==> src/rtl/conv_stream_controller.sv <==
// Byte-stream loader/unloader for the 3x3 systolic convolution array.
// Ports: s_* byte in, i_mat/f_mat/arr_clr to array, o_mat from array, m_* byte out, busy.
module conv_stream_controller #(
  parameter int DATA_W         = 8,
  parameter int COMPUTE_CYCLES = 20,
  parameter int CNT_W          = 5
) (
  input  logic                  clk,
  input  logic                  rst,
  input  logic [DATA_W-1:0]     s_data,
  input  logic                  s_valid,
  output logic                  s_ready,
  output logic [16*DATA_W-1:0]  i_mat,
  output logic [9*DATA_W-1:0]   f_mat,
  output logic                  arr_clr,
  input  logic [4*DATA_W-1:0]   o_mat,
  output logic [DATA_W-1:0]     m_data,
  output logic                  m_valid,
  input  logic                  m_ready,
  output logic                  busy
);

  typedef enum logic [1:0] {
    LOAD,
    CLEAR,
    COMPUTE,
    DRAIN
  } state_t;

  state_t state;
  state_t state_nx;

  logic [4:0]          n;
  logic [CNT_W-1:0]    cnt;
  logic [1:0]          k;
  logic [4*DATA_W-1:0] res;
  logic                m_valid_q;

  logic s_fire;
  logic m_fire;
  logic last_byte;
  logic cap;

  assign s_ready   = (state == LOAD) & rst;
  assign arr_clr   = (state == CLEAR);
  assign busy      = (state != LOAD);
  assign m_valid   = m_valid_q;
  assign m_data    = m_valid_q ? res[k*DATA_W +: DATA_W] : '0;

  assign s_fire    = s_valid & s_ready;
  assign m_fire    = m_valid_q & m_ready;
  assign last_byte = (n == 5'd24);
  assign cap       = (cnt == CNT_W'(COMPUTE_CYCLES - 1));

  always_comb begin
    state_nx = state;
    unique case (state)
      LOAD:    if (s_fire && last_byte) state_nx = CLEAR;
      CLEAR:   state_nx = COMPUTE;
      COMPUTE: if (cap) state_nx = DRAIN;
      DRAIN:   if (m_fire && k == 2'd3) state_nx = LOAD;
      default: state_nx = LOAD;
    endcase
  end

  always_ff @(posedge clk or negedge rst) begin
    if (!rst) state <= LOAD;
    else      state <= state_nx;
  end

  // m_valid rises one cycle after capture so the latched
  // result is stable before it is offered downstream.
  always_ff @(posedge clk or negedge rst) begin
    if (!rst) begin
      n         <= '0;
      cnt       <= '0;
      k         <= '0;
      res       <= '0;
      m_valid_q <= 1'b0;
      i_mat     <= '0;
      f_mat     <= '0;
    end else begin
      unique case (state)
        LOAD: begin
          if (s_fire) begin
            if (n < 5'd16)
              i_mat[n*DATA_W +: DATA_W] <= s_data;
            else
              f_mat[(n-16)*DATA_W +: DATA_W] <= s_data;
            n <= last_byte ? 5'd0 : n + 5'd1;
          end
        end
        CLEAR: cnt <= '0;
        COMPUTE: begin
          if (cap) begin
            res       <= o_mat;
            cnt       <= '0;
            k         <= '0;
            m_valid_q <= 1'b0;
          end else begin
            cnt <= cnt + 1'b1;
          end
        end
        DRAIN: begin
          if (!m_valid_q) begin
            m_valid_q <= 1'b1;
          end else if (m_fire) begin
            k <= k + 2'd1;
            if (k == 2'd3) m_valid_q <= 1'b0;
          end
        end
        default: ;
      endcase
    end
  end

endmodule

==> config.mk <==
export PLATFORM = sky130hd
export DESIGN_NAME = conv_stream_controller
export DESIGN_NICKNAME = d
export VERILOG_FILES = /design/src/rtl/conv_stream_controller.sv
export SDC_FILE = /design/constraint.sdc
export NUM_CORES = 1
export LEC_CHECK = 0
export ABC_CLOCK_PERIOD_IN_PS = 7160
export CAP_MARGIN = 20
export CORE_AREA = 2 2 146 148
export CTS_CLUSTER_SIZE = 10
export DETAILED_ROUTE_END_ITERATION = 6
export DIE_AREA = 0 0 148 150
export PLACE_DENSITY_LB_ADDON = 0.25
export SETUP_SLACK_MARGIN = 0.5
export SLEW_MARGIN = 5
export SYNTH_ARGS = -nofsm -noshare
export SYNTH_HDL_FRONTEND = slang
export SYNTH_SLANG_ARGS = --single-unit
export TNS_END_PERCENT = 10
==> constraint.sdc <==
create_clock -name clk -period 7.16 [get_ports clk]
set_clock_uncertainty 0.1 [all_clocks]
set_input_delay 1.432 -clock clk [delete_from_list [all_inputs] [get_ports clk]]
set_output_delay 1.432 -clock clk [all_outputs]
set_load 0.01 [all_outputs]
# --- Word level (Yosys, flattened, before mapping) ---
# Index checks and enable logic that the tools add are counted.
word_totals:
  reg_bits: 247
classes:
  n_lt_le_gt_ge: 1
  reduce_logical: 13
  muxes: 19
  shifts: 5
  n_addsub: 6
  bitwise: 4
  eq_ne: 11
op_table:
  columns: ["cell", "n"]
  rows:
  - ["$bwmux 128", 1]
  - ["$shift 8x34->128 const A", 1]
  - ["$shiftx 8x34->128", 1]
  - ["$bwmux 72", 1]
  - ["$shift 8x34->72 const A", 1]
  - ["$shiftx 8x34->72", 1]
  - ["$neg 32->34", 1]
  - ["$neg 8->34", 1]
  - ["$shiftx 32x6->8", 1]
  - ["$mux 2", 6]
  - ["$add 5x1->5 const B", 2]
  - ["$eq 5x5->1 const B", 2]
  - ["$mux 5", 2]
  - ["$pmux 5 s2", 1]
  - ["$reduce_and 3->1", 3]
  - ["$mux 8", 1]
  - ["$ne 2x2->1 const B", 4]
  - ["$pmux 2 s4", 1]
  - ["$eq 2x2->1 const B", 3]
  - ["$reduce_and 2->1", 3]
  - ["$reduce_bool 2->1", 3]
  - ["$sub 5x5->6 const B", 1]
  - ["$lt 5x5->1 const B", 1]
  - ["$mux 1", 4]
  - ["other kinds (10)", 13]

# --- Depth between registers and ports, before layout ---
depth:
  depth_word: 6
  ltp_mapped: 12
  mapped_depth_nobuf: 11

# --- Least setup slack after synthesis ---
# OpenSTA, ideal clock, no wires.
synth_timing:
  path_kind: "reg-to-reg"
  start: "register n[1]"
  end: "register f_mat[0]"
  path_slack_ps: 3745
  setup_time_ps: 125
  period_less_slack_ps: 3415
  t_required_ps: 6935
  path_stages_with_launch: 10
  arrival_time_ps: 3190
  path_cell_list: "dfrtp_1 clkbuf_1 nor3_1 nand3b_1 ha_1 or4b_1 nor4_4 a41oi_2 nor4_4 mux2_2"
synth_between:
  elab_chain_cells: 4
  word_cells_on_any_way: 8
synth_lines:
  columns: ["element", "line_no", "rtl"]
  rows:
  - ["start, declared", "33", "logic [4:0] n;"]
  - ["start signal, assigned", "90", "n <= last_byte ? 5'd0 : n + 5'd1;"]
  - ["$sub 5x5->6", "89", "f_mat[(n-16)*DATA_W +: DATA_W] <= s_data;"]
  - ["$neg 32->34", "89", null]
  - ["$shiftx 8x34->72 / $shift 8x34->72 (equally long branches)", "89", null]
  - ["$bwmux 72", "89", null]
  - ["end signal, assigned by index", "89", null]
  - ["end, declared", "14", "output logic [9*DATA_W-1:0] f_mat,"]
# Parallel ways exist; a longest one is shown, timed or not.
# A chain may end at the register's enable or synchronous reset.

# --- Worst setup path after layout ---
layout_timing:
  start: "register n[0]"
  end: "register i_mat[74]"
layout_between:
  elab_chain_cells: 3
  word_cells_on_any_way: 6
layout_lines:
  columns: ["element", "line_no", "rtl"]
  rows:
  - ["$neg 8->34", "87", "i_mat[n*DATA_W +: DATA_W] <= s_data;"]
  - ["$shiftx 8x34->128 / $shift 8x34->128 (equally long branches)", "87", null]
  - ["$bwmux 128", "87", null]
  - ["end signal, assigned by index", "87", null]
  - ["end, declared", "13", "output logic [16*DATA_W-1:0] i_mat,"]
# Parallel ways exist; a longest one is shown, timed or not.

==> impl_table.tex <==
\begin{tabular}{lr}
\hline
Metric & Value \\
\hline
\multicolumn{2}{l}{\textbf{Outcome}} \\
\quad Run status & complete, no violations \\
\multicolumn{2}{l}{\textbf{Timing}} \\
\quad Normalized max-slew margin & about a third \\
\quad Slew Limit Fails & 0 \\
\quad Total negative setup slack & 0 ns \\
\quad Final period demand of the worst path & between 4 and 5 ns \\
\quad Worst Tran Pin Value & 0.999 ns \\
\quad Final critical-path share of the clock period & between 60\% and 70\% \\
\quad Unrepaired setup endpoints after global routing & no \\
\quad Total setup violations reported at the end of the flow & 0 \\
\quad Highest Clock Rate & 215 MHz \\
\quad Hold violation total from the final report & 0 \\
\multicolumn{2}{l}{\textbf{Synthesis}} \\
\quad Sequential cell area fraction in the yosys report & 56.3\% \\
\quad Fraction of synthesized cell area taken by the top area cell type & roughly 56\% \\
\quad Syn\_area\_per\_cell & $\sim$12 um2 \\
\quad Cell taking the most area after synthesis & sky130\_fd\_sc\_hd\_\_dfrtp\_1 \\
\quad Top cells by area, synth & sky130\_fd\_sc\_hd\_\_dfrtp\_1 (56\%), sky130\_fd\_sc\_hd\_\_mux2\_2 (15\%), sky130\_fd\_sc\_hd\_\_o21ai\_0 (4.5\%), sky130\_fd\_sc\_hd\_\_nand2\_1 (3.1\%), sky130\_fd\_sc\_hd\_\_mux2i\_1 (2.6\%) \\
\quad Main flop type after synthesis & sky130\_fd\_sc\_hd\_\_dfrtp\_1 \\
\quad Number of enable-type register cells in the synthesized netlist & 0 \\
\quad Count of different cell masters after synthesis & 47 \\
\quad Synthesis warning total & 0 \\
\quad Synthesized cell area & between 0.01 and 0.015 mm2 \\
\quad Synth Net Count & approximately 1,000 \\
\quad Number of register bits inferred by synthesis & between 200 and 250 \\
\quad Post-Synthesis Cells & 923 \\
\quad Async set-reset flop share out of synthesis & 100\% \\
\multicolumn{2}{l}{\textbf{Layout}} \\
\quad Relative area change from synthesis to final layout & 32.0\% \\
\quad Number of nets in the final layout & 1,226 \\
\quad Final standard cell area without fillers & roughly 0.014 mm2 \\
\quad Most common cell after layout, fill and taps aside & sky130\_fd\_sc\_hd\_\_clkdlybuf4s50\_1 \\
\quad Storage cell area & about 0.0062 mm2 \\
\quad \# diodes & 0 \\
\quad Proportion of layout cells with a drive suffix above 1 & 17.8\% \\
\quad Multi-input gate area & about 0.0045 mm2 \\
\quad Commonest cells after routing, fill and taps aside & sky130\_fd\_sc\_hd\_\_clkdlybuf4s50\_1 (254), sky130\_fd\_sc\_hd\_\_dfrtp\_1 (247), sky130\_fd\_sc\_hd\_\_mux2\_2 (145) \\
\quad Count of filler cells inserted in the layout & about 1,500 \\
\multicolumn{2}{l}{\textbf{Die}} \\
\quad Die Outline Area & 0.0222 mm2 \\
\quad Initial core utilization & between 50\% and 60\% \\
\quad Total core area & approximately 0.021 mm2 \\
\quad Die Y & approximately 150 um \\
\quad Io pins & 256 \\
\quad Num rows & 53 \\
\quad Die W & about 150 um \\
\multicolumn{2}{l}{\textbf{Global routing}} \\
\quad First-pass GRT wire length & approximately 46,000 um \\
\quad Largest net degree at the start of global routing & 109 \\
\quad Total routing usage reported by global routing & between 20\% and 30\% \\
\quad Number of antenna violations at the first check in global routing & 0 \\
\quad Number of global-route vias before repair & just over 8,000 \\
\quad Congestion Overflow GR & 0 \\
\multicolumn{2}{l}{\textbf{Worst setup path}} \\
\quad FF-to-FF End & i\_mat[74]\$\_DFFE\_PN0P\_ \\
\quad Crit path max-delay cell type & sky130\_fd\_sc\_hd\_\_nand2\_1 \\
\quad Required time of the critical path & 7.47 ns \\
\quad Critical path class & flop to flop \\
\quad Reg-to-reg startpoint & n[0]\$\_DFFE\_PN0P\_ \\
\quad Last element of the critical path & i\_mat[74]\$\_DFFE\_PN0P\_ \\
\quad Launching element of the worst setup path & n[0]\$\_DFFE\_PN0P\_ \\
\quad Stages on the worst setup path & 9 \\
\quad Critical Path, Cell by Cell & inv\_1 -> ha\_1 -> nor3b\_1 -> ha\_1 -> nand4\_1 -> nor4\_4 -> nand2\_1 -> nor2\_2 -> mux2\_2 \\
\quad Critical path endpoint category & flop \\
\quad Worst-case register-to-register setup slack & about 2.5 ns \\
\quad Delay of the slowest cell on the worst path & 0.72 ns \\
\quad Worst path arrival time & just under 5 ns \\
\quad Startpoint Class & flop \\
\quad Worst Path Max Fanout & 33 \\
\quad Cell mode on critical path & sky130\_fd\_sc\_hd\_\_ha\_1 \\
\quad Total buffers and inverters traversed by the critical path & 1 \\
\quad Cell family with the largest share of critical-path delay & simple AND/OR/NAND/NOR gates \\
\quad Cell depth of the worst flop-to-flop path & 9 \\
\multicolumn{2}{l}{\textbf{Pwr}} \\
\quad Static Leak & 6.66 nW \\
\quad Worst supply voltage drop on vdd & roughly 200 uV \\
\quad Total power per unit cell area & $\sim$320 mW/mm2 \\
\multicolumn{2}{l}{\textbf{Drt}} \\
\quad Vias per std cell & between 5 and 6 \\
\quad First-pass iteration count of the detailed router & 5 \\
\quad Drc violations & 0 \\
\quad Average wire per cell in the routed design & approximately 21 um \\
\quad Detailed Route Iter0 Violations & 575 \\
\quad Routed vias & 8,186 \\
\quad Post-route ant nets & 0 \\
\quad Total Routed Length & $\sim$30,000 um \\
\multicolumn{2}{l}{\textbf{Flow run}} \\
\quad Max-Cap Viols & 0 \\
\multicolumn{2}{l}{\textbf{Placement}} \\
\quad Routability cong. & 0.831 \\
\quad Count of buffers inserted at the top-level ports & about 260 \\
\quad HPWL after detailed placement & $\sim$20,000 um \\
\quad Placed inst area & 0.0137 mm2 \\
\multicolumn{2}{l}{\textbf{Clock network}} \\
\quad Number of buffers added by the clock tree synthesis step & 28 \\
\quad Cts hold-fix bufs & 0 \\
\quad Root Driver & sky130\_fd\_sc\_hd\_\_clkbuf\_16 \\
\quad Bufs on Longest Clock Path & 3 \\
\quad TritonCTS clock tree & done \\
\quad Number of buffers inserted by post-CTS setup repair & 0 \\
\quad Clock-pin slew on the worst setup and hold paths & $\sim$0.060 ns \\
\quad TritonCTS Sinks & between 200 and 250 \\
\quad Total of cells resized after clock tree synthesis & 0 \\
\quad Number of H-tree branching levels & 1 \\
\quad Clk Latency, worst-skew pair & roughly 0.54 ns \\
\multicolumn{2}{l}{\textbf{Min path}} \\
\quad Worst hold-check path type & flop to flop \\
\quad Hold\_sp & i\_mat[6]\$\_DFFE\_PN0P\_ \\
\hline
\end{tabular}
Yosys cell counts, types with 8 or more instances:
library cell,count
sky130_fd_sc_hd__and2_1,35
sky130_fd_sc_hd__and3_1,12
sky130_fd_sc_hd__clkbuf_1,43
sky130_fd_sc_hd__dfrtp_1,247
sky130_fd_sc_hd__ha_1,17
sky130_fd_sc_hd__inv_1,40
sky130_fd_sc_hd__mux2_2,145
sky130_fd_sc_hd__mux2i_1,28
sky130_fd_sc_hd__mux4_2,8
sky130_fd_sc_hd__nand2_1,92
sky130_fd_sc_hd__nand2b_1,12
sky130_fd_sc_hd__nand3_1,19
sky130_fd_sc_hd__nor2_1,18
sky130_fd_sc_hd__nor3_1,12
sky130_fd_sc_hd__o21ai_0,98
sky130_fd_sc_hd__o31ai_1,35
where the power goes:
| part | switching (mW) | total (mW) | internal, mW |
|---|---|---|---|
| Sequential | 0.173 | 1.73 | 1.56 |
| Combinational | 0.931 | 1.64 | 0.707 |
| Clock | 0.522 | 1.24 | 0.717 |
per-layer routing:
layer,vias up,GRT usage (%),share of wire (%)
met5,-,0,0
met4,0,7.10,2.2
met3,52,6.86,8.7
met2,318,43.7,48
met1,4105,35.8,41
li1,3711,-,-
area by class of cell:
class                      instances  area share (%)
clock buffer                      31            5.13
inverter                          40            1.04
multi-input combinational        585            30.7
sequential                       247            42.6
tap                              275            2.37
timing repair buffer             263            18.1
stage by stage:
stage / hold slack [ns] / cells / power, mW / utilization [%] / setup slack [ns]
detailed placement: 0.383 / 1407 / 3.35 / 66.4 / 2.31
global placement: 0.372 / 1407 / 3.31 / 66.4 / 2.44
floorplan: 0.374 / 923 / 2.68 / - / 3.74
global route: 0.415 / 1441 / 4.85 / 70.1 / 2.10
finish: 0.394 / 1441 / 4.61 / 70.1 / 2.52
CTS: 0.401 / 1438 / 4.60 / 69.9 / 2.61
state kept, by name, summed over array words and instances, names as in the netlist:
signal,count
n,5
m_valid,1
f_mat,72
i_mat,128
k,2
state,2
cnt,5
res,32
cells by family (layout without fill, tap and decap cells):
family / count (synthesis) / in the layout / synth area share (%)
multiplexers: 181 / 181 / 19.1
AND/OR/NAND/NOR: 235 / 235 / 11.3
AO/OA/AOI/OAI: 152 / 152 / 8.25
buffers and inverters: 91 / 334 / 3.17
adder cells (fa/ha/maj): 17 / 17 / 1.94
flip-flops: 247 / 247 / 56.3
worst register-to-register path, stage by stage (launching register included):
cell,delay [ns]
sky130_fd_sc_hd__dfrtp_1,0.65
sky130_fd_sc_hd__inv_1,0.18
sky130_fd_sc_hd__ha_1,0.32
sky130_fd_sc_hd__nor3b_1,0.57
sky130_fd_sc_hd__ha_1,0.27
sky130_fd_sc_hd__nand4_1,0.23
sky130_fd_sc_hd__nor4_4,0.47
sky130_fd_sc_hd__nand2_1,0.72
sky130_fd_sc_hd__nor2_2,0.62
sky130_fd_sc_hd__mux2_2,0.39
worst min path at each step:
stage                            end  slack, ns  cells past startpoint
2_1_floorplan    res[16]$_DFFE_PN0P_       0.37                      1
4_1_cts         i_mat[6]$_DFFE_PN0P_       0.40                      2
6_report        i_mat[6]$_DFFE_PN0P_       0.39                      2
3_3_place_gp    i_mat[4]$_DFFE_PN0P_       0.37                      2
5_1_grt        i_mat[67]$_DFFE_PN0P_       0.41                      1
3_5_place_dp    i_mat[4]$_DFFE_PN0P_       0.38                      2
Note: power is estimated with default switching activity, not from simulation.
